<file path="config.mk">
export PLATFORM = sky130hd
export DESIGN_NAME = muldiv9900
export DESIGN_NICKNAME = d
export VERILOG_FILES = /design/src/rtl/muldiv9900_defs.sv /design/src/rtl/muldiv9900_step.sv /design/src/rtl/muldiv9900.sv
export SDC_FILE = /design/constraint.sdc
export NUM_CORES = 1
export LEC_CHECK = 0
export BUFFER_PORTS_ARGS = -buffer_cell sky130_fd_sc_hd__buf_2
export CAP_MARGIN = 10
export CELL_PAD_IN_SITES_DETAIL_PLACEMENT = 1
export CELL_PAD_IN_SITES_GLOBAL_PLACEMENT = 2
export CORE_MARGIN = 1
export CORE_UTILIZATION = 41
export CTS_BUF_LIST = sky130_fd_sc_hd__clkbuf_2 sky130_fd_sc_hd__clkbuf_4 sky130_fd_sc_hd__clkbuf_8
export CTS_CLUSTER_SIZE = 30
export DETAILED_ROUTE_END_ITERATION = 16
export GPL_TIMING_DRIVEN = 0
export PLACE_DENSITY_LB_ADDON = 0.1
export SLEW_MARGIN = 20
export SYNTH_ARGS = -nofsm -noshare
export SYNTH_HDL_FRONTEND = slang
export SYNTH_SLANG_ARGS = --single-unit
</file>
<file path="constraint.sdc">
create_clock -name clk -period 12.3 [get_ports clk]
set_clock_uncertainty 0.2 [all_clocks]
set_input_delay 0 -clock clk [delete_from_list [all_inputs] [get_ports clk]]
set_output_delay 0 -clock clk [all_outputs]
set_load 0.005 [all_outputs]
</file>
<file path="src/rtl/muldiv9900_defs.sv">
// Shared op/state encodings for the multiply/divide unit and the CPU decode logic.
package muldiv9900_defs;

    localparam logic [1:0] OP_MPY  = 2'b00;
    localparam logic [1:0] OP_DIV  = 2'b01;
    localparam logic [1:0] OP_MPYS = 2'b10;
    localparam logic [1:0] OP_DIVS = 2'b11;

    localparam logic [2:0] ST_IDLE = 3'd0;
    localparam logic [2:0] ST_PREP = 3'd1;
    localparam logic [2:0] ST_RUN  = 3'd2;
    localparam logic [2:0] ST_POST = 3'd3;
    localparam logic [2:0] ST_DONE = 3'd4;

    typedef enum logic [2:0] {
        IDLE = ST_IDLE,
        PREP = ST_PREP,
        RUN  = ST_RUN,
        POST = ST_POST,
        DONE = ST_DONE
    } state_t;

    // {logical-greater, arithmetic-greater, equal} of a signed value against zero
    function automatic logic [2:0] status_bits(input logic neg, input logic zero);
        return {~zero, ~neg & ~zero, zero};
    endfunction

endpackage

</file>
<file path="src/rtl/muldiv9900_step.sv">
// One iteration of the serial datapath: shift-add for multiply, restoring shift-subtract for divide.
module muldiv9900_step #(
    parameter int WIDTH = 16
) (
    input  logic             is_div,
    input  logic [WIDTH:0]   rem,
    input  logic [WIDTH-1:0] lo,
    input  logic [WIDTH-1:0] opnd,
    output logic [WIDTH:0]   rem_next,
    output logic [WIDTH-1:0] lo_next
);

    logic [WIDTH:0]   sum;
    logic [WIDTH:0]   shifted;
    logic [WIDTH+1:0] diff;

    always_comb begin
        sum     = rem + (lo[0] ? {1'b0, opnd} : '0);
        shifted = {rem[WIDTH-1:0], lo[WIDTH-1]};
        diff    = {1'b0, shifted} - {2'b00, opnd};
        if (is_div) begin
            // a borrow means the divisor did not fit: keep the shifted remainder
            rem_next = diff[WIDTH+1] ? shifted : diff[WIDTH:0];
            lo_next  = {lo[WIDTH-2:0], ~diff[WIDTH+1]};
        end else begin
            rem_next = {1'b0, sum[WIDTH:1]};
            lo_next  = {sum[0], lo[WIDTH-1:1]};
        end
    end

endmodule

</file>
<file path="src/rtl/muldiv9900.sv">
// Serial multiply/divide unit: unsigned and signed, WIDTH x WIDTH -> 2*WIDTH and 2*WIDTH / WIDTH.
module muldiv9900
    import muldiv9900_defs::*;
#(
    parameter int WIDTH = 16
) (
    input  logic             clk,
    input  logic             reset,
    input  logic             start,
    input  logic [1:0]       op,
    input  logic [WIDTH-1:0] src,
    input  logic [WIDTH-1:0] dst_hi,
    input  logic [WIDTH-1:0] dst_lo,
    output logic             busy,
    output logic             done,
    output logic [WIDTH-1:0] result_hi,
    output logic [WIDTH-1:0] result_lo,
    output logic             ovf,
    output logic             st_lgt,
    output logic             st_agt,
    output logic             st_eq
);

    localparam int CW = $clog2(WIDTH);
    localparam logic [WIDTH-1:0] MIN_MAG = {1'b1, {(WIDTH-1){1'b0}}};

    state_t state_reg, state_next;

    logic [1:0]         op_reg;
    logic [WIDTH-1:0]   src_reg, dhi_reg, dlo_reg;
    logic [WIDTH-1:0]   opnd_reg, lo_reg;
    logic [WIDTH:0]     rem_reg;
    logic [CW-1:0]      cnt_reg;
    logic               qneg_reg, rneg_reg, povf_reg;

    logic [WIDTH:0]     rem_step;
    logic [WIDTH-1:0]   lo_step;

    logic               src_neg, dhi_neg, div_uovf, quo_fits;
    logic [WIDTH-1:0]   src_mag, dhi_mag, quo_s, rem_s;
    logic [2*WIDTH-1:0] dvd, dvd_mag, prod, prod_s;

    muldiv9900_step #(.WIDTH(WIDTH)) u_step (
        .is_div   (op_reg[0]),
        .rem      (rem_reg),
        .lo       (lo_reg),
        .opnd     (opnd_reg),
        .rem_next (rem_step),
        .lo_next  (lo_step)
    );

    always_comb begin
        src_neg  = op_reg[1] & src_reg[WIDTH-1];
        dhi_neg  = op_reg[1] & dhi_reg[WIDTH-1];
        src_mag  = src_neg ? -src_reg : src_reg;
        dhi_mag  = dhi_neg ? -dhi_reg : dhi_reg;
        dvd      = {dhi_reg, dlo_reg};
        dvd_mag  = dhi_reg[WIDTH-1] ? -dvd : dvd;
        div_uovf = (src_reg <= dhi_reg);
        prod     = {rem_reg[WIDTH-1:0], lo_reg};
        prod_s   = qneg_reg ? -prod : prod;
        quo_s    = qneg_reg ? -lo_reg : lo_reg;
        rem_s    = rneg_reg ? -rem_reg[WIDTH-1:0] : rem_reg[WIDTH-1:0];
        // a negative quotient may reach magnitude 2^(WIDTH-1), a positive one may not
        quo_fits = qneg_reg ? (lo_reg <= MIN_MAG) : ~lo_reg[WIDTH-1];
    end

    always_ff @(posedge clk or posedge reset) begin
        if (reset) state_reg <= IDLE;
        else       state_reg <= state_next;
    end

    always_comb begin
        state_next = state_reg;
        busy       = 1'b0;
        done       = 1'b0;
        case (state_reg)
            IDLE: if (start) state_next = PREP;
            PREP: begin
                busy       = 1'b1;
                state_next = (op_reg == OP_DIV && div_uovf) ? DONE : RUN;
            end
            RUN: begin
                busy = 1'b1;
                if (cnt_reg == CW'(WIDTH - 1)) state_next = POST;
            end
            POST: begin
                busy       = 1'b1;
                state_next = DONE;
            end
            DONE: begin
                done       = 1'b1;
                state_next = IDLE;
            end
            default: state_next = IDLE;
        endcase
    end

    always_ff @(posedge clk or posedge reset) begin
        if (reset) begin
            op_reg    <= '0;
            src_reg   <= '0;
            dhi_reg   <= '0;
            dlo_reg   <= '0;
            opnd_reg  <= '0;
            lo_reg    <= '0;
            rem_reg   <= '0;
            cnt_reg   <= '0;
            qneg_reg  <= 1'b0;
            rneg_reg  <= 1'b0;
            povf_reg  <= 1'b0;
            result_hi <= '0;
            result_lo <= '0;
            ovf       <= 1'b0;
            {st_lgt, st_agt, st_eq} <= 3'b000;
        end else begin
            case (state_reg)
                IDLE: if (start) begin
                    op_reg  <= op;
                    src_reg <= src;
                    dhi_reg <= dst_hi;
                    dlo_reg <= dst_lo;
                end
                PREP: begin
                    cnt_reg  <= '0;
                    povf_reg <= 1'b0;
                    qneg_reg <= 1'b0;
                    rneg_reg <= 1'b0;
                    case (op_reg)
                        OP_MPY: begin
                            opnd_reg <= dhi_reg;
                            lo_reg   <= src_reg;
                            rem_reg  <= '0;
                        end
                        OP_MPYS: begin
                            opnd_reg <= dhi_mag;
                            lo_reg   <= src_mag;
                            rem_reg  <= '0;
                            qneg_reg <= dhi_neg ^ src_neg;
                        end
                        OP_DIV: begin
                            opnd_reg <= src_reg;
                            rem_reg  <= {1'b0, dhi_reg};
                            lo_reg   <= dlo_reg;
                            if (div_uovf) begin
                                result_hi <= dhi_reg;
                                result_lo <= dlo_reg;
                                ovf       <= 1'b1;
                                {st_lgt, st_agt, st_eq} <= 3'b000;
                            end
                        end
                        default: begin
                            opnd_reg <= src_mag;
                            rem_reg  <= {1'b0, dvd_mag[2*WIDTH-1:WIDTH]};
                            lo_reg   <= dvd_mag[WIDTH-1:0];
                            qneg_reg <= dhi_reg[WIDTH-1] ^ src_neg;
                            rneg_reg <= dhi_reg[WIDTH-1];
                            // high magnitude >= divisor means the quotient cannot fit in WIDTH bits
                            povf_reg <= (src_mag == '0) || (dvd_mag[2*WIDTH-1:WIDTH] >= src_mag);
                        end
                    endcase
                end
                RUN: begin
                    rem_reg <= rem_step;
                    lo_reg  <= lo_step;
                    cnt_reg <= cnt_reg + CW'(1);
                end
                POST: begin
                    ovf <= 1'b0;
                    {st_lgt, st_agt, st_eq} <= 3'b000;
                    case (op_reg)
                        OP_MPY: begin
                            result_hi <= rem_reg[WIDTH-1:0];
                            result_lo <= lo_reg;
                        end
                        OP_MPYS: begin
                            {result_hi, result_lo}  <= prod_s;
                            {st_lgt, st_agt, st_eq} <= status_bits(prod_s[2*WIDTH-1], prod_s == '0);
                        end
                        OP_DIV: begin
                            result_hi <= lo_reg;
                            result_lo <= rem_reg[WIDTH-1:0];
                        end
                        default: begin
                            if (povf_reg || !quo_fits) begin
                                result_hi <= dhi_reg;
                                result_lo <= dlo_reg;
                                ovf       <= 1'b1;
                            end else begin
                                result_hi <= quo_s;
                                result_lo <= rem_s;
                                {st_lgt, st_agt, st_eq} <= status_bits(quo_s[WIDTH-1], quo_s == '0);
                            end
                        end
                    endcase
                end
                default: ;
            endcase
        end
    end

endmodule

</file>
==> results.sh <==
export IMPL_dp_cells=2249
export IMPL_drc_errors=0
export IMPL_hold_path_depth=4
export IMPL_clock_sinks=145
export IMPL_dpl_cell_area_um2=14600
export IMPL_syn_nets=1840
export IMPL_critPathCaptureType="flop"
export IMPL_hold_class="input port to flop"
export IMPL_wire_per_inst_um=32.0
export IMPL_fillers=4033
export IMPL_die_area_um2=33600
export IMPL_grt_pass1_vias=15600
export IMPL_netSwitchingPower_uw=3420
export IMPL_power_frac_clock_pct=7.5
export IMPL_p_comb_share_pct=73.5
export IMPL_fmax_mhz=176
export IMPL_drive_above_1_share_pct=10.6
export IMPL_synth_edff_count=0
export IMPL_p_seq_share_pct=18.9
export IMPL_routed_wl_um=74700
export IMPL_clk_pin_slew_ns=0.10
export IMPL_internal_power_uw=2280
export IMPL_cts_tree="yes"
export IMPL_cts_made_buffers=17
export IMPL_async_flop_share_pct=100
export IMPL_cts_max_level=4
export IMPL_maxSlewViolCount=0
export IMPL_status="completed"
export IMPL_vias=15800
export IMPL_grt_max_degree=97
export IMPL_finalInstanceArea_um2=15500
export IMPL_initial_core_util_pct=41.6
export IMPL_syn_avg_cell_area_um2=7.87
export IMPL_pre_cts_slack_ns=6.91
export IMPL_num_io_pins=91
export IMPL_fin_nets=2006
export IMPL_grt_overflow_total=0
export IMPL_final_common_cell="o21ai_0"
export IMPL_fin_crit_sh_pct=46.3
export IMPL_antenna_cells=0
export IMPL_viasPerCell=6.78
export IMPL_arrival_ns=5.90
export IMPL_gp_congestion=1.04
export IMPL_clk_path_buf_depth=2
export IMPL_ys_ff_latch=145
export IMPL_max_cap_violations=0
export IMPL_reg2reg_depth=11
export IMPL_post_cts_buffers=0
export IMPL_path_class="flop to flop"
export IMPL_finalSetupViolCount=0
export IMPL_drt_first_pass_iters=6
export IMPL_crit_path_start_kind="flop"
export IMPL_coreArea_um2=32500
export IMPL_synthCells=1715
export IMPL_crit_path_max_fanout=10
export IMPL_setup_tns_ns=0
export IMPL_die_h_um=183
export IMPL_synthFlopType="dfrtp_1"
export IMPL_syn2layout_area_growth_pct=15.1
export IMPL_setup_slack_ns=6.60
export IMPL_p_leak_uw=0.00617
export IMPL_layout_common_cells="o21ai_0 (170), nand2_1 (164), dfrtp_1 (145), nor2_1 (130), clkbuf_1 (118)"
export IMPL_powerDensity_nw_per_um2=367
export IMPL_peakVddDrop_v=0.000159
export IMPL_dp_hpwl_um=56100
export IMPL_totalPowerFinal_uw=5700
export IMPL_yosysSeqAreaShare_pct=26.9
export IMPL_tightest_slew_ns=1.22
export IMPL_syn_area_um2=13500
export IMPL_final_hold_violation_count=0
export IMPL_largest_reg_flops=17
export IMPL_slew_headroom_pct=18.7
export IMPL_antenna_found_initial=2
export IMPL_die_w_um=183
export IMPL_grtUsageTotal_pct=44.7
export IMPL_placement_rows=66
export IMPL_clk_latency_ns=0.52
export IMPL_ys_types=75
export IMPL_cp_required_ns=12.51
export IMPL_ant_nets=0
export IMPL_clock_root_buffer="clkbuf_8"
export IMPL_yosysWarnings=0
export IMPL_period_needed_ns=5.70
export IMPL_fin_cells=2336
export IMPL_io_buffers=90
export IMPL_rsz0062_at_grt="no"
export IMPL_grt_pass1_wl_um=108000
export IMPL_sw_frac_of_total_pct=60.0
export IMPL_drt_iter0_drc=2026
worst paths after layout:
| path | startpoint | endpoint | slack [ns] |
|---|---|---|---|
| worst max register to register | rem_reg[0] | st_agt | 6.60 |
| min in group asynchronous | reset | dhi_reg[8] | 0.46 |
| worst min register to register | ovf | ovf | 0.30 |
| worst min-delay path | dst_hi[6] | dhi_reg[6] | 0.03 |
| worst max-delay path | rem_reg[0] | st_agt | 6.60 |
| max in group asynchronous | reset | lo_reg[12] | 10.55 |
cells by family after synthesis:
kind of cell	after synthesis	synth area share (%)
muxes	84	7.43
and+or+nand+nor	540	19.4
DFF	145	26.9
buffers and inverters	208	5.83
xor gates and xnor gates	98	6.36
AOI/OAI and AO/OA	568	27.3
adders and majority gates	72	6.79
worst max-delay path, stage by stage, from the launching register on:
cell      delay [ns]
dfrtp_1         0.44
clkbuf_1        0.40
inv_1           0.58
ha_1            0.49
or3b_2          0.51
nor3_1          0.81
a31oi_1         0.38
mux2i_1         0.55
o311ai_0        0.24
or4_1           0.52
a31o_1          0.26
a22o_1          0.19
cell type report:
class                      instances  area [µm²]  share of cell area (%)
multi-input combinational       1362        9110                    58.6
sequential                       145        3630                    23.4
timing repair buffer             147        1040                    6.67
tap                              442         553                    3.56
buffer                           140         532                    3.42
inverter                          68         263                    1.69
clock buffer                      18         241                    1.55
clock inverter                    14         175                    1.13
per-stage QoR:
step	hold WS, ns	util, %
after floorplan	-0.0832	-
after global placement	-0.0000876	44.7
after detailed placement	-0.165	44.9
after CTS	0.0184	47.9
after global routing	0.0530	47.9
final	0.0251	47.9
cells in the mapped netlist (24+ instances only):
cell / count / area (µm²)
dfrtp_1: 145 / 3630
nand2b_1: 24 / 150
xor2_1: 26 / 228
nand2_1: 164 / 616
nor3_1: 36 / 180
ha_1: 70 / 876
mux2i_1: 36 / 360
mux2_2: 39 / 439
a211oi_1: 32 / 240
nand3_1: 48 / 240
o21ai_0: 170 / 851
xnor2_1: 72 / 631
clkbuf_1: 118 / 443
nor2_1: 130 / 488
a21oi_1: 116 / 581
inv_1: 64 / 240
layer usage:
metal	routed length, µm	track usage [%]
met3	7780	10.7
met1	30100	58.6
met4	4870	26.0
met2	31900	66.9
met5	9	0
power by group through the flow:
stage / clock network [µW] / logic (µW) / registers [µW]
6_report: 429 / 4190 / 1080
4_1_cts: 428 / 4010 / 1050
3_5_place_dp: 0 / 3970 / 1060
3_3_place_gp: 0 / 3880 / 1050
5_1_grt: 442 / 4400 / 1090
2_1_floorplan: 0 / 2560 / 889
repair_timing:
item	CTS	global route
endpoints found under the hold margin	196	0
setup endpoints to repair	0	0
resized for setup	0	0
hold buffers	55	0
Note: power is estimated with default switching activity, not from simulation.
